$ cat config.mk
export PLATFORM = sky130hd
export DESIGN_NAME = usb_pkt_decode_flat
export DESIGN_NICKNAME = d
export VERILOG_FILES = /design/src/rtl/usb_pkt_decode_if.sv /design/src/rtl/usb_pkt_decode.sv /design/src/flat_wrapper.sv
export SDC_FILE = /design/constraint.sdc
export NUM_CORES = 1
export LEC_CHECK = 0
export CAP_MARGIN = 0
export CORE_MARGIN = 3
export CORE_UTILIZATION = 25
export CTS_BUF_LIST = sky130_fd_sc_hd__clkbuf_2
export DETAILED_ROUTE_END_ITERATION = 6
export PLACE_DENSITY = 0.38
export SKIP_CTS_REPAIR_TIMING = 1
export SLEW_MARGIN = 40
export SYNTH_ARGS = -nofsm -noshare
export SYNTH_HDL_FRONTEND = slang
export SYNTH_SLANG_ARGS = --single-unit
$ cat constraint.sdc
create_clock -name clock -period 3.51 [get_ports clock]
set_input_delay 0.702 -clock clock [delete_from_list [all_inputs] [get_ports clock]]
set_output_delay 0.702 -clock clock [all_outputs]
set_load 0.1 [all_outputs]
$ cat src/rtl/usb_pkt_decode_if.sv
// usb_pkt_decode_if: bundles the ULPI RX byte stream and the decoder's event, token-field and
// payload outputs.
//   master : drives rx_* (ULPI side / testbench) and observes the decoder outputs
//   slave  : the decoder; consumes rx_* and drives every *_o signal
interface usb_pkt_decode_if;
    logic        rx_tvalid_i;
    logic        rx_tlast_i;
    logic        rx_error_i;
    logic [7:0]  rx_tdata_i;

    logic [3:0]  usb_pid_o;
    logic        tok_recv_o;
    logic        tok_ping_o;
    logic [6:0]  tok_addr_o;
    logic [3:0]  tok_endp_o;
    logic        sof_recv_o;
    logic [10:0] sof_frame_o;
    logic        hsk_recv_o;
    logic        usb_recv_o;
    logic        crc_error_o;
    logic        len_error_o;
    logic        eop_recv_o;
    logic        dat_tvalid_o;
    logic        dat_tlast_o;
    logic [7:0]  dat_tdata_o;

    modport master (
        output rx_tvalid_i, rx_tlast_i, rx_error_i, rx_tdata_i,
        input  usb_pid_o, tok_recv_o, tok_ping_o, tok_addr_o, tok_endp_o, sof_recv_o,
               sof_frame_o, hsk_recv_o, usb_recv_o, crc_error_o, len_error_o, eop_recv_o,
               dat_tvalid_o, dat_tlast_o, dat_tdata_o
    );

    modport slave (
        input  rx_tvalid_i, rx_tlast_i, rx_error_i, rx_tdata_i,
        output usb_pid_o, tok_recv_o, tok_ping_o, tok_addr_o, tok_endp_o, sof_recv_o,
               sof_frame_o, hsk_recv_o, usb_recv_o, crc_error_o, len_error_o, eop_recv_o,
               dat_tvalid_o, dat_tlast_o, dat_tdata_o
    );
endinterface

$ cat src/rtl/usb_pkt_decode.sv
// usb_pkt_decode: receive-side USB packet decoder. Validates the PID, classifies the packet,
// checks CRC5 on tokens and CRC16 on DATAx, extracts token/SOF fields and forwards DATAx
// payload with the two CRC bytes stripped. All event strobes are registered and appear the
// cycle after the tlast byte, together with eop_recv_o.
// Ports:
//   clock   : 60 MHz ULPI-domain clock
//   reset_n : asynchronous active-low reset
//   bus     : usb_pkt_decode_if.slave (rx_* byte stream in, events/fields/payload out)
module usb_pkt_decode #(
    parameter int unsigned MAX_PACKET = 512
) (
    input logic             clock,
    input logic             reset_n,
    usb_pkt_decode_if.slave bus
);

    typedef enum logic [2:0] {
        ST_IDLE, ST_TOK1, ST_TOK2, ST_DATA, ST_HSK, ST_DROP
    } state_e;

    localparam logic [9:0]  MaxCnt   = MAX_PACKET[9:0];
    localparam logic [4:0]  Crc5Res  = 5'b01100;
    localparam logic [15:0] Crc16Res = 16'h800D;

    // LSB-first serial CRCs, one byte per call.
    function automatic logic [4:0] crc5_byte(input logic [4:0] c, input logic [7:0] d);
        logic [4:0] r;
        r = c;
        for (int i = 0; i < 8; i++) begin
            if (d[i] ^ r[4]) r = {r[3:0], 1'b0} ^ 5'h05;
            else             r = {r[3:0], 1'b0};
        end
        return r;
    endfunction

    function automatic logic [15:0] crc16_byte(input logic [15:0] c, input logic [7:0] d);
        logic [15:0] r;
        r = c;
        for (int i = 0; i < 8; i++) begin
            if (d[i] ^ r[15]) r = {r[14:0], 1'b0} ^ 16'h8005;
            else              r = {r[14:0], 1'b0};
        end
        return r;
    endfunction

    state_e      state_q, state_d;
    logic [3:0]  pid_q, pid_d;
    logic [6:0]  addr_q, addr_d;
    logic [3:0]  endp_q, endp_d;
    logic [10:0] frame_q, frame_d;
    logic [4:0]  crc5_q, crc5_d;
    logic [15:0] crc16_q, crc16_d;
    logic [7:0]  b1_q, b1_d;          // first token field byte
    logic [7:0]  s0_q, s0_d;          // skid: newest byte
    logic [7:0]  s1_q, s1_d;          // skid: older byte, next to emit
    logic [1:0]  fill_q, fill_d;
    logic [9:0]  pay_cnt_q, pay_cnt_d;
    logic        err_q, err_d;        // rx_error_i seen earlier in this packet
    logic        len_bad_q, len_bad_d;

    logic        tok_q, tok_d, ping_q, ping_d, sof_q, sof_d, hsk_q, hsk_d;
    logic        usb_q, usb_d, crc_q, crc_d, len_q, len_d, eop_q, eop_d;
    logic        dvalid_q, dvalid_d, dlast_q, dlast_d;
    logic [7:0]  ddata_q, ddata_d;

    logic        err_pkt, pid_ok, too_short, too_long, crc_bad;
    logic [4:0]  crc5_nx;
    logic [15:0] crc16_nx;

    always_comb begin
        state_d   = state_q;
        pid_d     = pid_q;
        addr_d    = addr_q;
        endp_d    = endp_q;
        frame_d   = frame_q;
        crc5_d    = crc5_q;
        crc16_d   = crc16_q;
        b1_d      = b1_q;
        s0_d      = s0_q;
        s1_d      = s1_q;
        fill_d    = fill_q;
        pay_cnt_d = pay_cnt_q;
        err_d     = err_q;
        len_bad_d = len_bad_q;
        tok_d     = 1'b0;
        ping_d    = 1'b0;
        sof_d     = 1'b0;
        hsk_d     = 1'b0;
        usb_d     = 1'b0;
        crc_d     = 1'b0;
        len_d     = 1'b0;
        eop_d     = 1'b0;
        dvalid_d  = 1'b0;
        dlast_d   = 1'b0;
        ddata_d   = ddata_q;
        err_pkt   = err_q | bus.rx_error_i;
        pid_ok    = (bus.rx_tdata_i[7:4] == ~bus.rx_tdata_i[3:0]);
        too_short = 1'b0;
        too_long  = 1'b0;
        crc_bad   = 1'b0;
        crc5_nx   = crc5_byte(crc5_q, bus.rx_tdata_i);
        crc16_nx  = crc16_byte(crc16_q, bus.rx_tdata_i);

        if (bus.rx_tvalid_i) begin
            err_d = err_pkt;
            unique case (state_q)
                ST_IDLE: begin
                    crc5_d    = 5'h1F;
                    crc16_d   = 16'hFFFF;
                    fill_d    = 2'd0;
                    pay_cnt_d = 10'd0;
                    len_bad_d = 1'b0;
                    if (!pid_ok) begin
                        state_d = ST_DROP;
                    end else begin
                        pid_d = bus.rx_tdata_i[3:0];
                        case (bus.rx_tdata_i[3:0])
                            4'h1, 4'h9, 4'h5, 4'hD, 4'h4: begin
                                state_d = ST_TOK1;
                                len_d   = bus.rx_tlast_i;
                            end
                            4'h3, 4'hB, 4'h7, 4'hF: begin
                                state_d = ST_DATA;
                                len_d   = bus.rx_tlast_i;
                            end
                            4'h2, 4'hA, 4'hE, 4'h6: begin
                                state_d = ST_HSK;
                                hsk_d   = bus.rx_tlast_i;
                            end
                            default: state_d = ST_DROP;
                        endcase
                    end
                end
                ST_TOK1: begin
                    crc5_d  = crc5_nx;
                    b1_d    = bus.rx_tdata_i;
                    state_d = ST_TOK2;
                    len_d   = bus.rx_tlast_i;
                end
                ST_TOK2: begin
                    if (bus.rx_tlast_i) begin
                        if (crc5_nx == Crc5Res) begin
                            if (!err_pkt) begin
                                if (pid_q == 4'h5) begin
                                    frame_d = {bus.rx_tdata_i[2:0], b1_q};
                                    sof_d   = 1'b1;
                                end else begin
                                    addr_d = b1_q[6:0];
                                    endp_d = {bus.rx_tdata_i[2:0], b1_q[7]};
                                    tok_d  = 1'b1;
                                    ping_d = (pid_q == 4'h4);
                                end
                            end
                        end else begin
                            crc_d = 1'b1;
                        end
                    end else begin
                        // Token overran three bytes: report at its tlast.
                        len_bad_d = 1'b1;
                        state_d   = ST_DROP;
                    end
                end
                ST_DATA: begin
                    crc16_d = crc16_nx;
                    s0_d    = bus.rx_tdata_i;
                    s1_d    = s0_q;
                    if (fill_q != 2'd2) begin
                        fill_d = fill_q + 2'd1;
                    end else begin
                        // s1 is payload only once two newer bytes exist.
                        if (pay_cnt_q < MaxCnt) begin
                            dvalid_d = 1'b1;
                            ddata_d  = s1_q;
                            dlast_d  = bus.rx_tlast_i;
                        end
                        too_long = (pay_cnt_q >= MaxCnt);
                        if (pay_cnt_q != 10'h3FF) pay_cnt_d = pay_cnt_q + 10'd1;
                    end
                    if (bus.rx_tlast_i) begin
                        too_short = (fill_q == 2'd0);
                        crc_bad   = (crc16_nx != Crc16Res);
                        if (too_short) begin
                            len_d = 1'b1;
                        end else begin
                            len_d = too_long;
                            crc_d = crc_bad;
                            usb_d = !too_long && !crc_bad;
                        end
                    end
                end
                ST_HSK:  len_d = bus.rx_tlast_i;
                ST_DROP: len_d = bus.rx_tlast_i && len_bad_q;
                default: state_d = ST_IDLE;
            endcase

            if (bus.rx_tlast_i) begin
                state_d   = ST_IDLE;
                eop_d     = 1'b1;
                err_d     = 1'b0;
                len_bad_d = 1'b0;
                // A packet with an RxError reports only the CRC error.
                if (err_pkt) begin
                    tok_d  = 1'b0;
                    ping_d = 1'b0;
                    sof_d  = 1'b0;
                    hsk_d  = 1'b0;
                    usb_d  = 1'b0;
                    len_d  = 1'b0;
                    crc_d  = 1'b1;
                end
            end
        end
    end

    always_ff @(posedge clock or negedge reset_n) begin
        if (!reset_n) begin
            state_q   <= ST_IDLE;
            pid_q     <= 4'h0;
            addr_q    <= 7'h0;
            endp_q    <= 4'h0;
            frame_q   <= 11'h0;
            crc5_q    <= 5'h1F;
            crc16_q   <= 16'hFFFF;
            b1_q      <= 8'h0;
            s0_q      <= 8'h0;
            s1_q      <= 8'h0;
            fill_q    <= 2'd0;
            pay_cnt_q <= 10'd0;
            err_q     <= 1'b0;
            len_bad_q <= 1'b0;
            tok_q     <= 1'b0;
            ping_q    <= 1'b0;
            sof_q     <= 1'b0;
            hsk_q     <= 1'b0;
            usb_q     <= 1'b0;
            crc_q     <= 1'b0;
            len_q     <= 1'b0;
            eop_q     <= 1'b0;
            dvalid_q  <= 1'b0;
            dlast_q   <= 1'b0;
            ddata_q   <= 8'h0;
        end else begin
            state_q   <= state_d;
            pid_q     <= pid_d;
            addr_q    <= addr_d;
            endp_q    <= endp_d;
            frame_q   <= frame_d;
            crc5_q    <= crc5_d;
            crc16_q   <= crc16_d;
            b1_q      <= b1_d;
            s0_q      <= s0_d;
            s1_q      <= s1_d;
            fill_q    <= fill_d;
            pay_cnt_q <= pay_cnt_d;
            err_q     <= err_d;
            len_bad_q <= len_bad_d;
            tok_q     <= tok_d;
            ping_q    <= ping_d;
            sof_q     <= sof_d;
            hsk_q     <= hsk_d;
            usb_q     <= usb_d;
            crc_q     <= crc_d;
            len_q     <= len_d;
            eop_q     <= eop_d;
            dvalid_q  <= dvalid_d;
            dlast_q   <= dlast_d;
            ddata_q   <= ddata_d;
        end
    end

    assign bus.usb_pid_o    = pid_q;
    assign bus.tok_recv_o   = tok_q;
    assign bus.tok_ping_o   = ping_q;
    assign bus.tok_addr_o   = addr_q;
    assign bus.tok_endp_o   = endp_q;
    assign bus.sof_recv_o   = sof_q;
    assign bus.sof_frame_o  = frame_q;
    assign bus.hsk_recv_o   = hsk_q;
    assign bus.usb_recv_o   = usb_q;
    assign bus.crc_error_o  = crc_q;
    assign bus.len_error_o  = len_q;
    assign bus.eop_recv_o   = eop_q;
    assign bus.dat_tvalid_o = dvalid_q;
    assign bus.dat_tlast_o  = dlast_q;
    assign bus.dat_tdata_o  = ddata_q;

endmodule

$ cat src/flat_wrapper.sv
// flat-port wrapper written by rule: the top's interface ports become plain ports
module usb_pkt_decode_flat 
#(
    parameter int unsigned MAX_PACKET = 512
)
  (clock, reset_n, bus_rx_tvalid_i, bus_rx_tlast_i, bus_rx_error_i, bus_rx_tdata_i, bus_usb_pid_o, bus_tok_recv_o, bus_tok_ping_o, bus_tok_addr_o, bus_tok_endp_o, bus_sof_recv_o, bus_sof_frame_o, bus_hsk_recv_o, bus_usb_recv_o, bus_crc_error_o, bus_len_error_o, bus_eop_recv_o, bus_dat_tvalid_o, bus_dat_tlast_o, bus_dat_tdata_o);
  usb_pkt_decode_if bus_i ();
  input logic clock;
  input logic reset_n;
  input wire logic [$bits(bus_i.rx_tvalid_i)-1:0] bus_rx_tvalid_i;
  input wire logic [$bits(bus_i.rx_tlast_i)-1:0] bus_rx_tlast_i;
  input wire logic [$bits(bus_i.rx_error_i)-1:0] bus_rx_error_i;
  input wire logic [$bits(bus_i.rx_tdata_i)-1:0] bus_rx_tdata_i;
  output wire logic [$bits(bus_i.usb_pid_o)-1:0] bus_usb_pid_o;
  output wire logic [$bits(bus_i.tok_recv_o)-1:0] bus_tok_recv_o;
  output wire logic [$bits(bus_i.tok_ping_o)-1:0] bus_tok_ping_o;
  output wire logic [$bits(bus_i.tok_addr_o)-1:0] bus_tok_addr_o;
  output wire logic [$bits(bus_i.tok_endp_o)-1:0] bus_tok_endp_o;
  output wire logic [$bits(bus_i.sof_recv_o)-1:0] bus_sof_recv_o;
  output wire logic [$bits(bus_i.sof_frame_o)-1:0] bus_sof_frame_o;
  output wire logic [$bits(bus_i.hsk_recv_o)-1:0] bus_hsk_recv_o;
  output wire logic [$bits(bus_i.usb_recv_o)-1:0] bus_usb_recv_o;
  output wire logic [$bits(bus_i.crc_error_o)-1:0] bus_crc_error_o;
  output wire logic [$bits(bus_i.len_error_o)-1:0] bus_len_error_o;
  output wire logic [$bits(bus_i.eop_recv_o)-1:0] bus_eop_recv_o;
  output wire logic [$bits(bus_i.dat_tvalid_o)-1:0] bus_dat_tvalid_o;
  output wire logic [$bits(bus_i.dat_tlast_o)-1:0] bus_dat_tlast_o;
  output wire logic [$bits(bus_i.dat_tdata_o)-1:0] bus_dat_tdata_o;
  assign bus_i.rx_tvalid_i = bus_rx_tvalid_i;
  assign bus_i.rx_tlast_i = bus_rx_tlast_i;
  assign bus_i.rx_error_i = bus_rx_error_i;
  assign bus_i.rx_tdata_i = bus_rx_tdata_i;
  assign bus_usb_pid_o = bus_i.usb_pid_o;
  assign bus_tok_recv_o = bus_i.tok_recv_o;
  assign bus_tok_ping_o = bus_i.tok_ping_o;
  assign bus_tok_addr_o = bus_i.tok_addr_o;
  assign bus_tok_endp_o = bus_i.tok_endp_o;
  assign bus_sof_recv_o = bus_i.sof_recv_o;
  assign bus_sof_frame_o = bus_i.sof_frame_o;
  assign bus_hsk_recv_o = bus_i.hsk_recv_o;
  assign bus_usb_recv_o = bus_i.usb_recv_o;
  assign bus_crc_error_o = bus_i.crc_error_o;
  assign bus_len_error_o = bus_i.len_error_o;
  assign bus_eop_recv_o = bus_i.eop_recv_o;
  assign bus_dat_tvalid_o = bus_i.dat_tvalid_o;
  assign bus_dat_tlast_o = bus_i.dat_tlast_o;
  assign bus_dat_tdata_o = bus_i.dat_tdata_o;
  usb_pkt_decode #(.MAX_PACKET(MAX_PACKET)) u_core (.clock(clock), .reset_n(reset_n), .bus(bus_i));
endmodule
==> impl_metrics.toml <==
[floorplan]
fp.dieW_um = 148
fp.dieH_um = 148
io_pins = 57
initial_core_util_pct = 25.6
core_area_um2 = 19600
die_area_um2 = 21800
rows = 51

[placed_design]
portBuffers = 56
dpl.hpwl_um = 8450
gp_congestion = 0.808
place_inst = 762
dpl_cell_area_um2 = 5760

[finish]
nFillCells = 2071
nNetsFinal = 526
layout-drive-gt1-share_pct = 30.0
instances_no_fill = 780
syn2layout_area_growth_pct = 18.0
fin_area_um2 = 5930

[timing]
setup_viol = 0
period_minus_slack_ns = 2.49
rsz0062_at_grt = "no"
hold_viol = 0
tns_ns = 0
max_slew_margin_pct = 61.7
worst_pin_slew_ns = 0.567
fmax_mhz = 402
fin_crit_sh_pct = 70.8
finalClockSkew_ns = 0.0433
report.final.slew_viol_count = 0

[synthesis]
ys_ff_latch = 106
yosys_warnings = 0
syn_nets = 460
syn_inst = 443
synth_cell_types = 53
yosysSeqAreaShare_pct = 53.3
async_flop_share_pct = 100
ys.flop_type = "dfrtp_1"
postSynthAreaPerCell_um2 = 11.3
synth-edff-count = 0
syn-cell-area_um2 = 5020

[routing]
via_count = 3389
firstDrtPassIters = 4
detail-route-antenna-nets = 0
drc = 0
routed_wl_um = 12300
wire_per_inst_um = 15.7
vias_per_cell = 4.34
drt_iter0_markers = 155

[clock_tree]
cts.htree.levels = 3
cts_buffer_depth = 2
cts_tree = "built"
ctsRootBufferMaster = "clkbuf_2"
clock_latency_ns = 0.63
cts_buffers = 9
path_clk_slew_ns = 0.33
numClockSinks = 106

[worst_hold_path]
hold_path.class = "in2async"

[setup_path]
reg2reg_slack_ns = 1.21
crit_chain = "clkdlybuf4s50_1, buf_4, xor2_1, and3_1, o22ai_1, or4_1, nor3_1"
cp_num_buf_inv = 2
cp.arrival_ns = 3.04
crit_path_max_fanout = 11
cp_top_family = "simple AND/OR/NAND/NOR gates"
critPathKind = "in2reg"
required_ns = 4.07
max_stage_delay_ns = 0.56
startpoint_type = "primary input"
slowest_stage = "clkdlybuf4s50_1"
critical_path.endpoint_type = "register"

[pwr]
leakagePower_nw = 2.71
peakVddDrop_v = 0.000635
power.density_nw_per_um2 = 556

[status]
status = "complete, no violations"

[global_routing]
grt_max_degree = 86
overflow = 0
antenna_found_initial = 1
grt_pass1_wl_um = 19400
first_global_vias = 3444
track_usage_pct = 11.5

[job]
maxCapViolations = 0
==> cell type report <==
type	count	area, um^2	share of cell area (%)
Timing Repair Buffer	80	558	9.42
Tap cell	265	332	5.59
Sequential cell	106	2680	45.2
Multi-Input combinational cell	303	2170	36.6
Clock inverter	7	108	1.82
Inverter	9	33.8	0.570
Antenna cell	1	2.50	0.0422
Clock buffer	9	45.0	0.760
==> cell families after synthesis <==
| logic type | count (synthesis) | synth area share (%) |
|---|---|---|
| adder cells (fa/ha/maj) | 4 | 0.996 |
| AO/OA/AOI/OAI | 54 | 7.87 |
| multiplexers | 43 | 10.3 |
| flip-flops | 106 | 53.3 |
| XOR/XNOR | 50 | 9.59 |
| AND/OR/NAND/NOR | 152 | 14.3 |
| buffers and inverters | 34 | 3.59 |
==> flip-flops by register name, summed over array words and instances, names as in the netlist, 4 cells and up <==
| name | flops |
|---|---|
| u_core.crc5_q | 5 |
| u_core.b1_q | 8 |
| u_core.crc16_q | 16 |
| u_core.s1_q | 8 |
| u_core.pay_cnt_q | 10 |
| u_core.bus.dat_tdata_o | 8 |
| u_core.bus.sof_frame_o | 11 |
| u_core.bus.tok_endp_o | 4 |
| u_core.s0_q | 8 |
| u_core.bus.tok_addr_o | 7 |
| u_core.bus.usb_pid_o | 4 |
==> stage by stage <==
stage	hold WS [ns]	power (mW)	utilization (%)	worst slack [ns]
after floorplan	0.406	2.34	-	1.03
after global placement	0.452	2.61	30.3	0.352
after detailed placement	0.449	2.61	29.4	0.333
after CTS	-0.159	3.36	30.2	1.05
after global routing	0.392	3.50	30.3	0.967
final	0.434	3.29	30.3	1.02
==> cell usage in the layout (no fill, tap or decap), types with 4 or more instances in the layout <==
cell type	count
a2111oi_0	4
clkbuf_2	9
clkdlybuf4s50_1	11
xor2_1	16
dfrtp_1	85
nor2b_1	4
mux2_2	34
nand3_1	11
buf_2	34
buf_4	33
dfstp_2	21
o21ai_0	5
xnor2_1	31
ha_1	4
o22a_1	6
nor2_1	36
nor3_1	9
nand2_1	68
mux2_4	9
and3_1	4
a21oi_1	16
inv_1	9
==> path summary, 6_finish.rpt <==
kind	from	end	cells past startpoint
min in group clock	u_core.s0_q[4]	u_core.s1_q[4]	2
min reg2reg	u_core.s0_q[4]	u_core.s1_q[4]	2
min	reset_n	u_core.s0_q[7]	2
max reg2reg	u_core.crc5_q[0]	u_core.bus.tok_endp_o[0]	6
max in group asynchronous	reset_n	u_core.state_q[2]	3
max	bus_rx_tdata_i[0]	u_core.bus.usb_recv_o	7
==> where the power goes <==
group | switching [mW] | total, mW | internal (mW)
logic | 0.600 | 0.972 | 0.372
clock network | 0.463 | 0.716 | 0.252
registers | 0.162 | 1.61 | 1.44
==> cell usage after synthesis (all sizes together) (11+ instances only) <==
cell | count | area (um^2)
nand2 | 68 | 255
buf | 14 | 105
dfstp | 21 | 552
xnor2 | 31 | 272
dfrtp | 85 | 2130
nand3 | 11 | 55.1
nor2 | 36 | 135
a21oi | 16 | 80.1
xor2 | 16 | 140
mux2 | 43 | 518
clkbuf | 11 | 41.3
nor3 | 12 | 81.3
==> layer usage <==
layer  GRT usage, %  up-vias  routed length, um
met5              0        -                  0
met4           4.47        0                222
met3           2.02       13                401
met2           17.2       62               5370
met1           16.5     1657               6270
li1               -     1657                  -
==> worst reg2reg max path, cell delays in order, from the launching register on <==
cell and delay, ns:
dfstp_2 0.62, xor2_1 0.36, and3_1 0.27, o221ai_4 0.18, nor3b_4 0.25, buf_4 0.24, mux2_4 0.32
Power figures use the tool's default switching activity.
